### src/rtl/phase_strobe_seq.sv
// One-hot instruction-phase sequencer with stall/halt and a completed-cycle counter.
// Optional single-step start is enabled by defining SEQ_STEP_EN (adds the `step` port).
module phase_strobe_seq #(
    parameter int NPHASE = 4,
    parameter int CNT_W  = 8
) (
    input  logic                      clk,
    input  logic                      rst,
    input  logic                      start,
    input  logic                      stall,
    input  logic                      halt,
`ifdef SEQ_STEP_EN
    input  logic                      step,
`endif
    output logic [NPHASE-1:0]         phase_en,
    output logic [$clog2(NPHASE)-1:0] phase,
    output logic                      running,
    output logic                      cycle_done,
    output logic [CNT_W-1:0]          cycles
);
    localparam int PW = $clog2(NPHASE);
    localparam logic [PW-1:0]     LAST = PW'(NPHASE - 1);
    localparam logic [NPHASE-1:0] ONE  = NPHASE'(1);

    typedef enum logic [1:0] {S_IDLE, S_RUN, S_HOLD} state_t;

    state_t            state_q, state_d;
    logic [PW-1:0]     phase_q, phase_d;
    logic              halt_pend_q, halt_pend_d;
    logic [CNT_W-1:0]  cycles_q, cycles_d;
    logic              cycle_done_q, cycle_done_d;
    logic [NPHASE-1:0] phase_en_q;
    logic              step_w;

`ifdef SEQ_STEP_EN
    assign step_w = step;
`else
    assign step_w = 1'b0;
`endif

    always_ff @(posedge clk or posedge rst) begin
        if (rst) begin
            state_q      <= S_IDLE;
            phase_q      <= '0;
            halt_pend_q  <= 1'b0;
            cycles_q     <= '0;
            cycle_done_q <= 1'b0;
        end else begin
            state_q      <= state_d;
            phase_q      <= phase_d;
            halt_pend_q  <= halt_pend_d;
            cycles_q     <= cycles_d;
            cycle_done_q <= cycle_done_d;
        end
    end

    always_comb begin
        state_d      = state_q;
        phase_d      = phase_q;
        halt_pend_d  = halt_pend_q;
        cycles_d     = cycles_q;
        cycle_done_d = 1'b0;
        case (state_q)
            S_IDLE: begin
                if (start) begin
                    state_d     = S_RUN;
                    phase_d     = '0;
                    // A single-step start behaves like a halt latched on entry.
                    halt_pend_d = step_w;
                end
            end
            S_RUN: begin
                if (halt) halt_pend_d = 1'b1;
                if (stall) begin
                    state_d = S_HOLD;
                end else if (phase_q != LAST) begin
                    phase_d = phase_q + 1'b1;
                end else begin
                    phase_d      = '0;
                    cycles_d     = cycles_q + 1'b1;
                    cycle_done_d = 1'b1;
                    if (halt_pend_q || halt) begin
                        state_d     = S_IDLE;
                        halt_pend_d = 1'b0;
                    end
                end
            end
            S_HOLD: begin
                if (halt) halt_pend_d = 1'b1;
                if (!stall) state_d = S_RUN;
            end
            default: state_d = S_IDLE;
        endcase
    end

    // Falling-edge retime keeps each enable stable half a clock around its strobe edge.
    always_ff @(negedge clk or posedge rst) begin
        if (rst) phase_en_q <= '0;
        else     phase_en_q <= (state_q == S_RUN) ? (ONE << phase_q) : '0;
    end

    assign phase_en   = phase_en_q;
    assign phase      = phase_q;
    assign running    = (state_q == S_RUN) || (state_q == S_HOLD);
    assign cycle_done = cycle_done_q;
    assign cycles     = cycles_q;
endmodule
### config.mk
export PLATFORM = sky130hd
export DESIGN_NAME = phase_strobe_seq
export DESIGN_NICKNAME = d
export VERILOG_FILES = /design/src/rtl/phase_strobe_seq.sv
export SDC_FILE = /design/constraint.sdc
export NUM_CORES = 1
export LEC_CHECK = 0
export BUFFER_PORTS_ARGS = -buffer_cell sky130_fd_sc_hd__buf_2
export CAP_MARGIN = 10
export CORE_ASPECT_RATIO = 1.4
export CORE_UTILIZATION = 50
export CTS_CLUSTER_SIZE = 14
export DETAILED_ROUTE_END_ITERATION = 8
export GPL_TIMING_DRIVEN = 1
export PLACE_DENSITY = 0.76
export REMOVE_ABC_BUFFERS = 1
export SLEW_MARGIN = 20
export SYNTH_ARGS = -nofsm -noshare
export SYNTH_HDL_FRONTEND = slang
export SYNTH_SLANG_ARGS = --single-unit
export TNS_END_PERCENT = 10
### constraint.sdc
create_clock -name clk -period 1.8 [get_ports clk]
set_input_delay 0.36 -clock clk [delete_from_list [all_inputs] [get_ports clk]]
set_output_delay 0.36 -clock clk [all_outputs]
set_load 0.1 [all_outputs]
-- Yosys cells after proc, flatten, opt, wreduce, memory -nomap -nowiden
Cells that the tools add are included.
- register bits after elaboration: 18
- bits of input ports: 5
- output and inout bits: 16
- logic and storage cells: 48
- add/subtract/negate cells: 2
- equality and inequality tests: 8
- shift-type cells: 1
- multiplexer cells: 20
- bitwise operators: 2
- reduce and logical (&&, ||, !) cells: 9
- operator list (cell ; number):
    $mux W2 ; 8
    $add A8 B1 Y8 const B ; 1
    $mux W1 ; 8
    $ne A2 B2 Y1 const B ; 4
    $ne A3 B3 Y1 const B ; 2
    $pmux W2 S3 ; 1
    $reduce_and A3 Y1 ; 2
    $mux W4 ; 1
    $pmux W2 S2 ; 1
    $reduce_and A4 Y1 ; 1
    $shl A1 B2 Y4 const A ; 1
    $pmux W1 S3 ; 1
    $reduce_bool A3 Y1 ; 1
    $add A2 B1 Y2 const B ; 1
    $eq A2 B1 Y1 const B ; 1
    $eq A2 B2 Y1 const B ; 1
    $logic_not A2 Y1 ; 1
    $logic_or A1 B1 Y1 ; 2
    $not A1 Y1 ; 2
    $reduce_and A2 Y1 ; 1
    $reduce_bool A2 Y1 ; 1

-- Depth between registers and ports, before layout
- word-level depth: 5
- gate-level depth with buffers: 6
- depth with buffers taken out: 6

==> reports/metrics.csv <==
stage;metric;value;unit
synthesis;synth_edf_count;0;
synthesis;synthesis.instances;89;
critical_path;worst-r2r-cell-count;3;
grt;first_global_vias;728;
synthesis;post_synthesis_xor_xnor_area_fraction;6.23;%
critical_path;critical_path.top_delay_family;flip-flops;
sta;fin_setup_tns;-1.60;ns
sta;max_slew_margin;67.7;%
final_layout;antenna_cells;0;
final_layout;nFillCells;131;
synthesis;yosysWarningCount;0;
drt;vias;739;
run_status;result_of_the_run;finished with violations;
critical_path;data_required_time_of_the_worst_path;1.44;ns
drt;routed_wl;1.80;mm
grt;gr-total-overflow;0;
synthesis;yosys.area_share.adder;11.5;%
die;dieWidth;39.5;µm
final_layout;post_layout_util;71.9;%
grt;grt_pass1_wl;2.99;mm
sta;setup_repair_after_global_routing_missed_its_margin;yes;
sta;final_max_slew_viol_count;0;
worst_hold_path;worstHoldEndpoint;halt_pend_q$_DFFE_PP0P_;
drt;mean_routed_wirelength_per_cell;12.8;µm
power_and_ir_drop;max-vdd-ir-drop;0.00190;V
cts;cts.htree.levels;1;
critical_path;critical_path_launch_point_type;flip-flop;
synthesis;post_synth_mux_area_share;2.04;%
cts;clockBufferDepth;2;
place;hpwl;1.44;mm
cts;clockRootBuffer;sky130_fd_sc_hd__clkbuf_4;
final_layout;num-nets-final;136;
synthesis;avgSynthCellArea;11.0;µm²
synthesis;synth.cell_area;983;µm²
synthesis;ys_types;34;
drt;route.detailed.vias_per_inst;5.24;
power_and_ir_drop;totalPowerFinal;2.25;mW
worst_hold_path;hold_path_class;in -> reg;
sta;final-hold-violation-count;0;
die;core_area;1800;µm²
final_layout;share_of_post_route_cells_with_drive_strength_above_1;37.2;%
critical_path;max_stage_delay;0.44;ns
synthesis;most_instantiated_flip_flop_cell_in_the_synthesis_netlist;sky130_fd_sc_hd__dfrtp_1;
synthesis;yosys.area.top_type_share;35.6;%
synthesis;synth_sequential_area_ratio;45.8;%
die;die_height;54.5;µm
synthesis;synth_simple_gate_area_share;18.4;%
drt;drt.antenna.violating_nets;0;
critical_path;crit_buf_inv;1;
die;placement_rows;18;
cts;cts_buffers;3;
run_status;violated_checks;negative setup slack;
critical_path;reg2reg_slack;-0.05;ns
cts;cts.sinks;18;
die;design.portCount;21;
cts;tritoncts;built;
die;fp.dieArea;2150;µm²
drt;post-route-drc-count;0;
critical_path;crit_arrival;1.81;ns
worst_hold_path;hold_path_depth;3;
synthesis;synth_top_cell_by_area;sky130_fd_sc_hd__dfrtp_1;
critical_path;critPathMaxFanout;1;
critical_path;crit-reg2reg-capture;phase_en[0]$_DFF_NP0_;
critical_path;crit_path_category;reg -> out;
final_layout;synth_to_final_area_change;31.7;%
sta;tightest_slew;0.488;ns
synthesis;dominant_combinational_cell_family_by_area_after_synthesis;simple AND/OR/NAND/NOR gates;
sta;finalClockSkew;0.00456;ns
run;max_capacitance_violation_count;0;
drt;drt_pass1_iterations;3;
sta;hold_slack;0.361;ns
critical_path;critical_path.endpoint_type;output pin;
critical_path;crit_chain;buf_12;
worst_hold_path;timing.hold.worst.start;start;
synthesis;post_synth_main_area_contributors;sky130_fd_sc_hd__dfrtp_1, sky130_fd_sc_hd__ha_1, sky130_fd_sc_hd__dfrtn_1;
place;globalplace.congestion;0.740;
drt;drt_iter0_drc;6;
power_and_ir_drop;power.static_leakage;0.692;nW
cts;clk_transition_reported_paths;0.10;ns
place;pre_cts_ws;-0.0715;ns
grt;largest_net_degree_at_the_start_of_global_routing;12;
synthesis;synth_compound_gate_area_share;11.3;%
synthesis;postSynthRegisterBits;18;
critical_path;slowest_stage;sky130_fd_sc_hd__dfrtn_1;
cts;later_pin_clock_latency_in_the_skew_report;0.29;ns
synthesis;synth-async-reset-ratio;100;%
place;portBuffers;20;
die;floorplan.initialDensity;54.6;%
power_and_ir_drop;power_density;1740;nW/µm²
sta;timing.final.ws_setup;-0.372;ns
critical_path;critical_path.reg2reg.startpoint;phase[0]$_DFFE_PP0P_;
grt;grt_total_usage;20.5;%
sta;timing.final.setup_violations;8;
grt;initial_antenna_violation_count;0;
[area by class of cell]
type	instances	area (µm²)	area share, %
clock buffer	4	26.3	2.03
inverter	8	30.0	2.32
multi-input combinational	61	510	39.4
sequential	18	450	34.8
tap	20	25.0	1.93
timing repair buffer	30	253	19.5
[layer usage]
layer,share of wire (%),GRT usage (%)
met2,55,36.6
met1,41,21.4
met3,2.9,5.28
met5,0,0
met4,1.3,9.77
[state kept, by name, indices dropped and copies added (netlist names)]
| name | cells |
|---|---|
| phase_en | 4 |
| state_q | 2 |
| cycles | 8 |
| phase | 2 |
| cycle_done | 1 |
| halt_pend_q | 1 |
[cell usage after synthesis, types with 3 or more instances]
cell,number
sky130_fd_sc_hd__ha_1,9
sky130_fd_sc_hd__inv_1,8
sky130_fd_sc_hd__xor2_1,5
sky130_fd_sc_hd__nand2_1,10
sky130_fd_sc_hd__and2_1,3
sky130_fd_sc_hd__dfrtn_1,4
sky130_fd_sc_hd__dfrtp_1,14
[worst register-to-register path: cells and delay by family, from the launching register on]
family | cells | cell delay [ns]
DFF | 1 | 0.43
adders and majority gates | 1 | 0.18
and+or+nand+nor | 1 | 0.14
buffers and inverters | 1 | 0.06
[report_power, final]
part / internal (mW) / leakage [nW] / switching, mW / total, mW
Clock: 0.0862 / 0.0150 / 0.123 / 0.209
Sequential: 0.491 / 0.244 / 0.0695 / 0.560
Combinational: 0.553 / 0.434 / 0.932 / 1.48
Total: 1.13 / 0.692 / 1.12 / 2.25
[metrics by stage]
| step | instance area (µm²) | cells |
|---|---|---|
| global route | 1290 | 141 |
| finish | 1290 | 141 |
| global placement | 1230 | 136 |
| detailed placement | 1230 | 136 |
| CTS | 1280 | 141 |
| floorplan | 967 | 87 |
[how the worst max path moves through the flow]
stage	from	to	slack [ns]	depth (start not counted)
3_3_place_gp	phase_en[0]$_DFF_NP0_	phase_en[0]	-0.05	1
6_report	phase_en[3]$_DFF_NP0_	phase_en[3]	-0.37	1
5_1_grt	phase_en[3]$_DFF_NP0_	phase_en[3]	-0.41	1
3_5_place_dp	phase[0]$_DFFE_PP0P_	phase_en[0]$_DFF_NP0_	-0.07	3
2_1_floorplan	phase[0]$_DFFE_PP0P_	phase_en[2]$_DFF_NP0_	-0.75	3
4_1_cts	phase_en[3]$_DFF_NP0_	phase_en[3]	-0.39	1
[layout by cell type, fill, tap and decap left out, types with 3 or more instances in the layout]
cell	n
sky130_fd_sc_hd__inv_1	6
sky130_fd_sc_hd__and2_1	3
sky130_fd_sc_hd__ha_2	4
sky130_fd_sc_hd__ha_1	4
sky130_fd_sc_hd__buf_4	9
sky130_fd_sc_hd__buf_12	5
sky130_fd_sc_hd__xor2_1	5
sky130_fd_sc_hd__dfrtn_1	4
sky130_fd_sc_hd__buf_2	15
sky130_fd_sc_hd__dfrtp_1	14
sky130_fd_sc_hd__nand2_1	10
sky130_fd_sc_hd__clkbuf_4	3
[timing repair]
item / 4_1_cts / 5_1_grt
buffers inserted: 0 / 0
endpoints found under the hold margin: 3 / 0
setup endpoints to repair: 9 / 9
resized for setup: 7 / 2
pin swaps: 2 / 1
hold buffers: 1 / 0
[cell families after synthesis]
family,Yosys count
compound gates,13
flops,18
xor+xnor,7
mux,2
fa+ha+maj,9
simple gates,30
buf+inv,10
Note: power is estimated with default switching activity, not from simulation.
